--- src/rtl/priority_decoder_3to8_seq.sv ---
// Queued 3-to-8 decoder: codes enter a 4-deep FIFO and each decoded one-hot
// word is held for HOLD_CYCLES cycles, then followed by one all-zero cycle.
module priority_decoder_3to8_seq #(
  parameter int HOLD_CYCLES = 4,
  parameter int DEPTH       = 4
) (
  input  logic       clk,
  input  logic       reset,
  input  logic [2:0] codeIn,
  input  logic       codeValid,
  output logic       codeReady,
  output logic [7:0] dataOut,
  output logic       dataValid,
  output logic [2:0] fifoCount
);

  localparam int          PTR_W     = $clog2(DEPTH);
  localparam logic [2:0]  FULL_CNT  = 3'(DEPTH);
  localparam logic [7:0]  HOLD_LOAD = 8'(HOLD_CYCLES - 1);

  typedef enum logic [1:0] {
    S_IDLE = 2'd0,
    S_HOLD = 2'd1,
    S_GAP  = 2'd2
  } state_e;

  state_e           state_q, state_d;
  logic [2:0]       mem_q [DEPTH];
  logic [PTR_W-1:0] wr_ptr_q, rd_ptr_q;
  logic [2:0]       count_q, count_d;
  logic [7:0]       holdCnt_q, holdCnt_d;
  logic [7:0]       dataOut_q, dataOut_d;
  logic             dataValid_q, dataValid_d;
  logic             push, pop;
  logic [2:0]       head;

  // Ready depends only on stored occupancy (and reset), never on codeValid.
  assign codeReady = ~reset & (count_q < FULL_CNT);
  assign push      = codeValid & codeReady;
  assign head      = mem_q[rd_ptr_q];

  always_comb begin
    case ({push, pop})
      2'b10:   count_d = count_q + 3'd1;
      2'b01:   count_d = count_q - 3'd1;
      default: count_d = count_q;
    endcase
  end

  // State register and datapath registers
  always_ff @(posedge clk) begin
    if (reset) begin
      state_q     <= S_IDLE;
      wr_ptr_q    <= '0;
      rd_ptr_q    <= '0;
      count_q     <= '0;
      holdCnt_q   <= '0;
      dataOut_q   <= '0;
      dataValid_q <= 1'b0;
    end else begin
      state_q     <= state_d;
      count_q     <= count_d;
      holdCnt_q   <= holdCnt_d;
      dataOut_q   <= dataOut_d;
      dataValid_q <= dataValid_d;
      if (push) begin
        mem_q[wr_ptr_q] <= codeIn;
        wr_ptr_q        <= wr_ptr_q + 1'b1;
      end
      if (pop) rd_ptr_q <= rd_ptr_q + 1'b1;
    end
  end

  // Next-state logic; IDLE and GAP both start a new word when one is queued.
  always_comb begin
    state_d = state_q;
    pop     = 1'b0;
    case (state_q)
      S_IDLE, S_GAP: begin
        if (count_q != 3'd0) begin
          pop     = 1'b1;
          state_d = S_HOLD;
        end else begin
          state_d = S_IDLE;
        end
      end
      S_HOLD: if (holdCnt_q == 8'd0) state_d = S_GAP;
      default: state_d = S_IDLE;
    endcase
  end

  // Output / hold-counter logic
  always_comb begin
    dataOut_d   = dataOut_q;
    dataValid_d = dataValid_q;
    holdCnt_d   = holdCnt_q;
    if (pop) begin
      dataOut_d   = 8'd1 << head;
      dataValid_d = 1'b1;
      holdCnt_d   = HOLD_LOAD;
    end else if (state_q == S_HOLD) begin
      if (holdCnt_q != 8'd0) begin
        holdCnt_d = holdCnt_q - 8'd1;
      end else begin
        dataOut_d   = '0;
        dataValid_d = 1'b0;
      end
    end else begin
      dataOut_d   = '0;
      dataValid_d = 1'b0;
      holdCnt_d   = '0;
    end
  end

  assign dataOut   = dataOut_q;
  assign dataValid = dataValid_q;
  assign fifoCount = count_q;

`ifndef SYNTHESIS
  a_onehot: assert property (@(posedge clk) disable iff (reset)
    dataValid |-> $onehot(dataOut));
  a_zero:   assert property (@(posedge clk) disable iff (reset)
    !dataValid |-> (dataOut == 8'd0));
  a_count:  assert property (@(posedge clk) disable iff (reset)
    fifoCount <= FULL_CNT);
`endif

endmodule

--- config.mk ---
export PLATFORM = sky130hd
export DESIGN_NAME = priority_decoder_3to8_seq
export DESIGN_NICKNAME = d
export VERILOG_FILES = /design/src/rtl/priority_decoder_3to8_seq.sv
export SDC_FILE = /design/constraint.sdc
export NUM_CORES = 1
export LEC_CHECK = 0
export BUFFER_PORTS_ARGS = -buffer_cell sky130_fd_sc_hd__buf_2
export CAP_MARGIN = 10
export CORE_MARGIN = 3
export CORE_UTILIZATION = 55
export CTS_CLUSTER_DIAMETER = 120
export DETAILED_ROUTE_END_ITERATION = 16
export PLACE_DENSITY = 0.76
export SYNTH_ARGS = -nofsm -noshare
export SYNTH_HDL_FRONTEND = slang
export SYNTH_SLANG_ARGS = --single-unit
export TNS_END_PERCENT = 30
--- constraint.sdc ---
create_clock -name clk -period 2.65 [get_ports clk]
set_clock_uncertainty 0.05 [all_clocks]
set_input_delay 0.53 -clock clk [delete_from_list [all_inputs] [get_ports clk]]
set_output_delay 0.53 -clock clk [all_outputs]
set_load 0.02 [all_outputs]
# == Word-level counts from Yosys, hierarchy flattened ==
# Memories as Yosys holds them, arrays and structs flattened. A register that Yosys moved wholly into a read port is not among the register bits.
# Index checks and enable logic that the tools add are counted.
# op_classes
muxes,20
n_eq_ne,7
addsub,5
n_shift,1
reduce_logical,7
bitwise,4
order_cmp,1
# ops
cell,count
$mux 8,3
$mux 2,6
$mux 1,9
$logic_not 8->1,1
$reduce_bool 8->1,1
$shl 1x3->8 const A,1
$sub 8x1->8 const B,1
$pmux 3 s2,1
$add 2x1->2 const B,2
$eq 2x1->1 const B,2
$eq 2x2->1 const B,2
$pmux 2 s2,1
$add 3x1->3 const B,1
$lt 3x3->1 const B,1
$ne 3x2->1 const B,1
$ne 3x3->1 const B,1
$reduce_bool 3->1,1
$reduce_or 3->1,1
$sub 3x1->3 const B,1
$and 1x1->1,2
$logic_not 2->1,1
$ne 2x2->1 const B,1
$not 1->1,2
$reduce_bool 2->1,1
$reduce_or 2->1,1
# totals
mem_bits_rw,12
out_inout_bits,13
wordCells,54
regBits,26
mem_count,1
# mem_list
name,depth,word_bits,rd,rd_ports_with_merged_regs,write_ports,line_no,source
mem_q,4,3,1,1,1,28,logic [2:0] mem_q [DEPTH];

# == Logic depth before layout (Yosys ltp) ==
# Gate-level depths: netlist of the first run.
# depth
word_depth,6
ltp_mapped,8
depth_no_buf,8

# == Worst setup path after synthesis of the first run ==
# OpenSTA, ideal clock, no wires.
# synth_timing
path_type,input -> register
start,input reset
end,register count_q[2] (netlist: fifoCount[2])
cell_stages,8
arrival_ns,2.360
required_time_ns,2.529
setup_ns,0.071
n_path_buf,0
path_slack_ns,0.169
path_cell_list,nor2_1 and2_1 inv_1 ha_1 fa_1 xnor2_1 or3_1 a21oi_1
# synth_between
elab_chain_cells,5
# synth_rtl
item,line_no,source
"start, declared",8,"input logic reset,"
$not 1->1,38,assign codeReady = ~reset & (count_q < FULL_CNT);
$and 1x1->1,38,
$and 1x1->1,39,assign push = codeValid & codeReady;
$eq 2x1->1 or $eq 2x2->1 (tied branches),43,"case ({push, pop})"
$pmux 3 s2 or $reduce_bool 2->1 (tied branches),--,
"end signal, assigned",62,count_q <= count_d;
"end, declared",30,"logic [2:0] count_q, count_d;"
# Several ways; a longest one is shown, not always the timed one.
# A chain may end at the register's enable or synchronous reset.

# == Final worst setup path of the first run ==
# layout_timing
start,register count_q[2] (netlist: fifoCount[2])
end,register count_q[2] (netlist: fifoCount[2])
# layout_between
elab_chain_cells,5
# layout_rtl
item,line_no
$lt 3x3->1 or $reduce_bool 3->1 (tied branches),"38, 80"
$and 1x1->1 or $mux 1 (tied branches),"38, 80"
$and 1x1->1 or $mux 1 (tied branches),"39, 78"
$eq 2x1->1 or $eq 2x2->1 (tied branches),43
$pmux 3 s2 or $reduce_bool 2->1 (tied branches),--
# Several ways; a longest one is shown, not always the timed one.

==> results.cfg, run 1 <==
[timing]
finalCritPeriodShare_pct = 84.62
max_freq_mhz = 446.0
rsz0062_at_grt = false
setup_viol = 0
fin_crit_ns = 2.242
hold_viol_final = 0
drv_slew = 0
tns_ns = 0
relSlewSlack_pct = 69.93
tightest_slew_ns = 0.4486
fin_ws_ns = 0.4077

[setup_path]
rr_endpoint = fifoCount[2]
cp_cell_sequence = nor2_1, and2_1, inv_1, ha_1, fa_1, xnor2_1, or3_1, a21oi_1
crit_required_ns = 2.88
cp.arrival_ns = 2.47
slowest_delay_ns = 0.39
r2r_slack_ns = 0.41
crit_type = register to register
critPathBufInv = 1
critPathSlowestCell = fa_1
start_kind = register
timing.rr.start = fifoCount[2]
critical-path-top-delay-family = simple AND/OR/NAND/NOR gates
critical_path.max_fanout = 6
rr_worst_depth = 8
endpoint_kind = register

[clocking]
cts_htree_levels = 2
clk_pin_slew_ns = 0.11
clk_path_buf_depth = 2
post_cts_buffers = 0
cts_tree = done
hold_buffers = 0
cts_inserted_buffers = 5
clock-sinks = 40
ctsRootBufferMaster = clkbuf_4
cts-resized-gates = 0
clk_latency_ns = 0.34

[synth]
yosys.area.top_type = dfxtp_1
yosysUniqueCellTypes = 36
synth-warning-count = 0
ys_async_sr_fraction_pct = 0
ys_seq_area_share_pct = 56.18
synth_edf_count = 12
syn_area_um2 = 1639
synth_area_leaders = dfxtp_1 34%, edfxtp_1 22%, ha_1 5.3%, nor2_1 4.1%, mux4_2 4.1%
synth.avg_cell_area_um2 = 12.14
ys_ff_latch = 40
yosysTopAreaCellShare_pct = 34.20
yosys_most_used_dff = dfxtp_1
synthesis.nets = 149
synthCells = 135

[placed_design]
place.gp.congestion = 0.8213
dp_cells = 184
dpl.hpwl_um = 2015
io_buffers = 18
dpl_worst_slack_ns = 0.1336
place_area_um2 = 1772

[floorplan]
die_area_um2 = 3671
core_um2 = 2805
start_util_pct = 58.43
ios = 19
num_rows = 19
die_w_um = 60.59
die_h_um = 60.59

[power_and_ir_drop]
p_leak_nw = 0.7709
irDropWorstVdd_v = 0.0006881
powerDensity_nw_per_um2 = 1134

[routing]
vias = 1043
drtAntennaViolNets = 0
wirelength_um = 2616
via_per_inst = 5.432
routedWlPerCell_um = 13.63
drc_errors = 0
firstDrtPassIters = 4
drt_iter0_drc = 43

[grt]
grt-ovfl-total = 0
grt_pass1_wl_um = 4623
antenna_found_initial = 0
grt_pass1_vias = 1058
grt_max_degree = 15
grt_usage_pct = 17.34

[layout]
area_growth_pct = 12.67
nNetsFinal = 174
final_util_pct = 65.83
num_antenna_cells = 0
fin_cells = 192
design_area_um2 = 1847
drive_gt1_share_pct = 21.74

[hold_path]
holdPathStages = 1
worstHoldEndpoint = mem_q[0][1]
min_path_type = input port to register
hp-start = codeIn[1]

[status]
status = complete, no violations

[flow_run]
maxCapViolCount = 0
-- synth_stat cells, types with 2 or more instances --
master    number
a21oi_1        4
a32o_1         4
and3_1         4
dfxtp_1       28
edfxtp_1      12
ha_1           7
inv_1         10
mux4_2         3
nand2_1        5
nand2b_1       2
nor2_1        18
nor3_1         2
o221a_1        2
o31ai_1        2
o32ai_1        2
or3_1          2
xnor2_1        7
xor2_1         3
-- sequential cells by signal, summed over array words and instances, names as in the netlist, named ones only --
name       flops
dataValid      1
fifoCount      3
rd_ptr_q       2
state_q        2
dataOut        8
holdCnt_q      8
wr_ptr_q       2
mem_q         12
-- through the flow --
step	power, mW	hold slack (ns)
floorplan	1.532	0.4282
global placement	1.694	0.3801
detailed placement	1.734	0.3852
CTS	2.119	0.3443
global route	2.264	0.3280
finish	2.095	0.3573
-- worst max path at each step --
stage / from / to / slack, ns / cells past startpoint
CTS: fifoCount[2] / fifoCount[2] / 0.39 / 8
finish: fifoCount[2] / fifoCount[2] / 0.41 / 8
global route: fifoCount[2] / fifoCount[2] / 0.22 / 8
detailed placement: reset / fifoCount[2] / 0.13 / 9
floorplan: reset / fifoCount[2] / 0.17 / 8
global placement: reset / fifoCount[2] / 0.28 / 9
-- cell usage in the layout, fill, tap and decap left out, types with 5 or more instances in the layout --
master	instances
edfxtp_1	12
buf_2	18
dfxtp_1	28
xnor2_1	7
nor2_1	18
inv_1	10
nand2_1	5
ha_1	7
clkbuf_4	5
-- worst reg2reg max path, stage by stage, from the launching register on --
cell	delay, ns
dfxtp_1	0.35
nor2_1	0.27
and2_1	0.25
inv_1	0.06
ha_1	0.22
fa_1	0.39
xnor2_1	0.14
or3_1	0.30
a21oi_1	0.15
-- routing by layer --
layer	part of all wire, %	GRT usage [%]	vias up
met3	5.5	5.106	3
met2	47	29.01	21
li1	-	-	531
met4	1.0	8.359	0
met5	0	0	-
met1	46	20.38	488
-- layout make-up --
| class | instances | area (um2) |
|---|---|---|
| clock inverters | 3 | 37.54 |
| multi-input cells | 83 | 669.4 |
| repair buffers | 20 | 105.1 |
| flip-flops and latches | 40 | 920.9 |
| inverters | 10 | 37.54 |
| clock buffers | 5 | 37.54 |
| fillers | 222 | 958.4 |
| well taps | 31 | 38.79 |
-- cells by family after synthesis --
group           share of synthesized area, %
fa+ha+maj                              6.565
buf+inv                                2.977
mux                                    4.733
flops                                  56.18
simple gates                           15.34
xor+xnor                               5.344
compound gates                         8.855
-- where the power goes --
part	switching [mW]	internal [mW]	leakage, nW
clock	0.187	0.193	0.0403
combinational	0.467	0.393	0.394
sequential	0.110	0.746	0.337
total	0.763	1.33	0.771
No activity file was read; power rests on OpenSTA's default activity.
==> run 2, diff against run 1 <==
==> constraint.sdc (replaced) <==
create_clock -name clk -period 2.32 [get_ports clk]
set_clock_uncertainty 0.05 [all_clocks]
set_input_delay 0.464 -clock clk [delete_from_list [all_inputs] [get_ports clk]]
set_output_delay 0.464 -clock clk [all_outputs]
set_load 0.02 [all_outputs]
==> run 2 against run 1 <==
  * Clock power increased by 21%
  * Largest power group unchanged
  * Cell area increased by 2.3%
  * Largest cell class unchanged
  * Total power increased by 21%
  * Sequential cell count unchanged
==> results.cfg, run 2 (synthesis results as in run 1) <==
[setup_path]
critical_path.max_fanout = 4
critical-path-top-delay-family = adder cells
endpoint_kind = register
critPathSlowestCell = fa_1
slowest_delay_ns = 0.39
critPathBufInv = 0
cp_cell_sequence = nor3_2, nor2_1, ha_1, fa_1, xnor2_1, or3_1, a21oi_1
cp.arrival_ns = 2.30
start_kind = register
crit_type = register to register
crit_required_ns = 2.56

[floorplan]
die_area_um2 = 3671
num_rows = 19
ios = 19
start_util_pct = 58.43
die_w_um = 60.59
die_h_um = 60.59
core_um2 = 2805

[routing]
drc_errors = 0
wirelength_um = 3008
via_per_inst = 5.781
firstDrtPassIters = 4
vias = 1133
drt_iter0_drc = 41
routedWlPerCell_um = 15.35
drtAntennaViolNets = 0

[power_and_ir_drop]
p_total_mw = 2.525
powerDensity_nw_per_um2 = 1337
p_leak_nw = 0.7935
irDropWorstVdd_v = 0.0009145

[placed_design]
dpl.hpwl_um = 2198
dpl_worst_slack_ns = 0.1300
place.gp.congestion = 0.7823
io_buffers = 18
place_area_um2 = 1809
dp_cells = 188

[timing]
fin_ws_ns = 0.2598
finalCritPeriodShare_pct = 88.80
hold_viol_final = 0
whs_ns = 0.2701
setup_viol = 0
tns_ns = 0
rsz0062_at_grt = false
tightest_slew_ns = 0.4623
max_freq_mhz = 485.4
relSlewSlack_pct = 69.02
drv_slew = 0
fin_crit_ns = 2.060

[clocking]
cts-resized-gates = 0
clk_pin_slew_ns = 0.12
clk_latency_ns = 0.35
cts_tree = done
clock-sinks = 40
ctsRootBufferMaster = clkbuf_4
post_cts_buffers = 0
hold_buffers = 0
clk_path_buf_depth = 2
cts_inserted_buffers = 5
cts_htree_levels = 2

[layout]
regMostFlops = mem_q
final_cell_mix = 28 x dfxtp_1, 18 x buf_2, 17 x nor2_1, 12 x edfxtp_1, 10 x inv_1
drive_gt1_share_pct = 26.06
fin_cells = 196
nNetsFinal = 178
final_util_pct = 67.35
design_area_um2 = 1889
area_growth_pct = 15.27
largest_reg_flops = 12
layout_commonest_cell = dfxtp_1
num_antenna_cells = 0

[grt]
grt_max_degree = 15
antenna_found_initial = 0
grt_usage_pct = 19.32
grt-ovfl-total = 0
grt_pass1_vias = 1166
grt_pass1_wl_um = 5106

[flow_run]
maxCapViolCount = 0

[hold_path]
min_path_type = input port to register

[status]
status = complete, no violations
==> run 2: per-layer routing <==
layer | wire length, um | global-route usage (%) | share of wire (%) | up-vias
met3 | 161 | 7.021 | 5.4 | 5
li1 | - | - | - | 545
met4 | 40 | 6.502 | 1.3 | 0
met2 | 1569 | 34.05 | 52 | 27
met1 | 1237 | 21.52 | 41 | 556
met5 | 0 | 0 | 0 | -
==> run 2: worst paths after layout <==
path,start,to,slack [ns],cells past startpoint
max,fifoCount[0],fifoCount[2],0.26,7
min,codeIn[0],mem_q[2][0],0.27,1
max reg2reg,fifoCount[0],fifoCount[2],0.26,7
min reg2reg,dataValid,dataValid,0.42,1
==> run 2: cell type report <==
cell class / instances / area, um2
Timing Repair Buffer: 24 / 135.1
Clock inverter: 3 / 42.54
Clock buffer: 5 / 37.54
Fill cell: 226 / 915.9
Inverter: 10 / 37.54
Sequential cell: 40 / 920.9
Multi-Input combinational cell: 83 / 676.9
Tap cell: 31 / 38.79
==> run 2: where the power goes <==
group          leakage (nW)  internal [mW]  switching (mW)  total (mW)
sequential            0.337          0.852           0.138       0.990
combinational         0.415          0.496           0.579        1.08
clock                0.0412          0.225           0.235       0.459
total                 0.794           1.57           0.952        2.53
==> run 3, diff against run 2 <==
--- a/config.mk
+++ b/config.mk
@@ -7,7 +7,7 @@
 export LEC_CHECK = 0
 export BUFFER_PORTS_ARGS = -buffer_cell sky130_fd_sc_hd__buf_2
 export CAP_MARGIN = 10
-export CORE_MARGIN = 3
+export CORE_MARGIN = 5
 export CORE_UTILIZATION = 55
 export CTS_CLUSTER_DIAMETER = 120
 export DETAILED_ROUTE_END_ITERATION = 16
==> run 3 against run 2 <==
  * Sequential power about the same
  * Sequential share of layout area up 0.29 points
  * Utilization down 0.40 points
  * Wire length down 3.2%
  * Clock-buffer cell count up 3
  * Cell count unchanged
  * Critical path depth up 1
  * Fmax up 0.71%
  * Die area up 14%
  * Non-clock buffer count unchanged
  * Critical path type unchanged
==> results.cfg, run 3 (synthesis results as in run 1) <==
[clocking]
cts_htree_levels = 2
post_cts_buffers = 0
cts_inserted_buffers = 5
clk_path_buf_depth = 2
hold_buffers = 0
clk_pin_slew_ns = 0.11
clock-sinks = 40
clk_latency_ns = 0.33
cts_tree = done
cts-resized-gates = 0
ctsRootBufferMaster = clkbuf_4

[power_and_ir_drop]
p_leak_nw = 0.7909
p_int_mw = 1.526
p_switching_uw = 906.3
p_clk_share_pct = 15.9
p_total_mw = 2.432
powerDensity_nw_per_um2 = 1295
seqPwrFrac_pct = 40.7
irDropWorstVdd_v = 0.0009615
p_comb_share_pct = 43.4
power.share.switching_pct = 37.27

[layout]
nNetsFinal = 178
final_util_pct = 66.95
regMostFlops = mem_q
drive_gt1_share_pct = 25.45
largest_reg_flops = 12
area_growth_pct = 14.58
multiInputGateArea_um2 = 676.9
fin_cells = 196
regArea_um2 = 920.9
design_area_um2 = 1878
fillers = 222
layout_commonest_cell = dfxtp_1
final_cell_mix = 28 x dfxtp_1, 18 x buf_2, 17 x nor2_1, 12 x edfxtp_1, 10 x inv_1
num_antenna_cells = 0

[hold_path]
min_path_type = input port to register
holdPathStages = 1
hp-start = codeIn[0]
worstHoldEndpoint = mem_q[1][0]

[timing]
finalCritPeriodShare_pct = 88.17
rsz0062_at_grt = false
fin_crit_ns = 2.046
tightest_slew_ns = 0.4487
tns_ns = 0
drv_slew = 0
relSlewSlack_pct = 69.92
max_freq_mhz = 488.9
hold_viol_final = 0
setup_viol = 0

[floorplan]
die_area_um2 = 4172
start_util_pct = 58.43
die_h_um = 64.59
num_rows = 19
ios = 19
core_um2 = 2805
die_w_um = 64.59

[grt]
met2_usage_pct = 27.45
antenna_found_initial = 0
grt_pass1_vias = 1142
met3_usage_pct = 4.491
grt_max_degree = 15
grt_busiest_layer = met2
grt_pass1_wl_um = 4954
grt_usage_pct = 15.62
met1_usage_pct = 17.43
grt-ovfl-total = 0

[status]
status = complete, no violations

[routing]
routedWlPerCell_um = 14.86
firstDrtPassIters = 4
wirelength_um = 2912
via_per_inst = 5.673
vias = 1112
drc_errors = 0
drtAntennaViolNets = 0
drt_iter0_drc = 35

[placed_design]
io_buffers = 18
place.gp.congestion = 0.7624
place_area_um2 = 1809
dp_cells = 188
dpl.hpwl_um = 2241

[setup_path]
rr_worst_depth = 8
start_kind = register
rr_endpoint = fifoCount[2]
cp.arrival_ns = 2.26
critical_path.max_fanout = 5
r2r_slack_ns = 0.27
crit_type = register to register
timing.rr.start = fifoCount[2]
endpoint_kind = register
crit_required_ns = 2.54

[flow_run]
maxCapViolCount = 0
## run 3: worst max-delay path, cell delays in order (launching register included)
cell	delay, ns
dfxtp_1	0.38
nor2_2	0.14
and2_1	0.15
inv_1	0.05
ha_1	0.21
fa_1	0.38
xnor2_1	0.14
or3_1	0.30
a21oi_1	0.18
## run 3: area by class of cell
cell class | count | area share [%]
Inverter | 10 | 1.999
Multi-Input combinational cell | 83 | 36.04
Timing Repair Buffer | 24 | 7.195
Sequential cell | 40 | 49.03
Clock buffer | 8 | 3.664
Tap cell | 31 | 2.065
## run 3: how the worst max path moves through the flow
stage,startpoint,to,depth (start not counted)
floorplan,reset,fifoCount[2],8
global placement,reset,fifoCount[2],9
detailed placement,reset,fifoCount[2],9
CTS,fifoCount[2],fifoCount[2],8
global route,fifoCount[2],fifoCount[2],8
finish,fifoCount[2],fifoCount[2],8
## run 3: metrics by stage
stage	setup WS (ns)	hold slack, ns
after global placement	0.2227	0.3804
after CTS	0.2632	0.2822
after global routing	0.1806	0.2650
after floorplan	0.05726	0.4282
final	0.2744	0.2947
after detailed placement	0.1146	0.3922
## run 3: metal layers
metal / vias up / part of all wire [%]
met2: 27 / 52
met3: 4 / 4.7
met1: 543 / 42
li1: 538 / -
met4: 0 / 1.2
met5: - / 0
## run 3: power by group through the flow
stage / sequential (mW) / clock, mW / combinational (mW)
2_1_floorplan: 1.03 / 0 / 0.731
3_3_place_gp: 0.995 / 0 / 1.00
3_5_place_dp: 1.01 / 0 / 1.06
4_1_cts: 0.992 / 0.395 / 1.06
5_1_grt: 1.01 / 0.427 / 1.18
6_report: 0.990 / 0.386 / 1.06
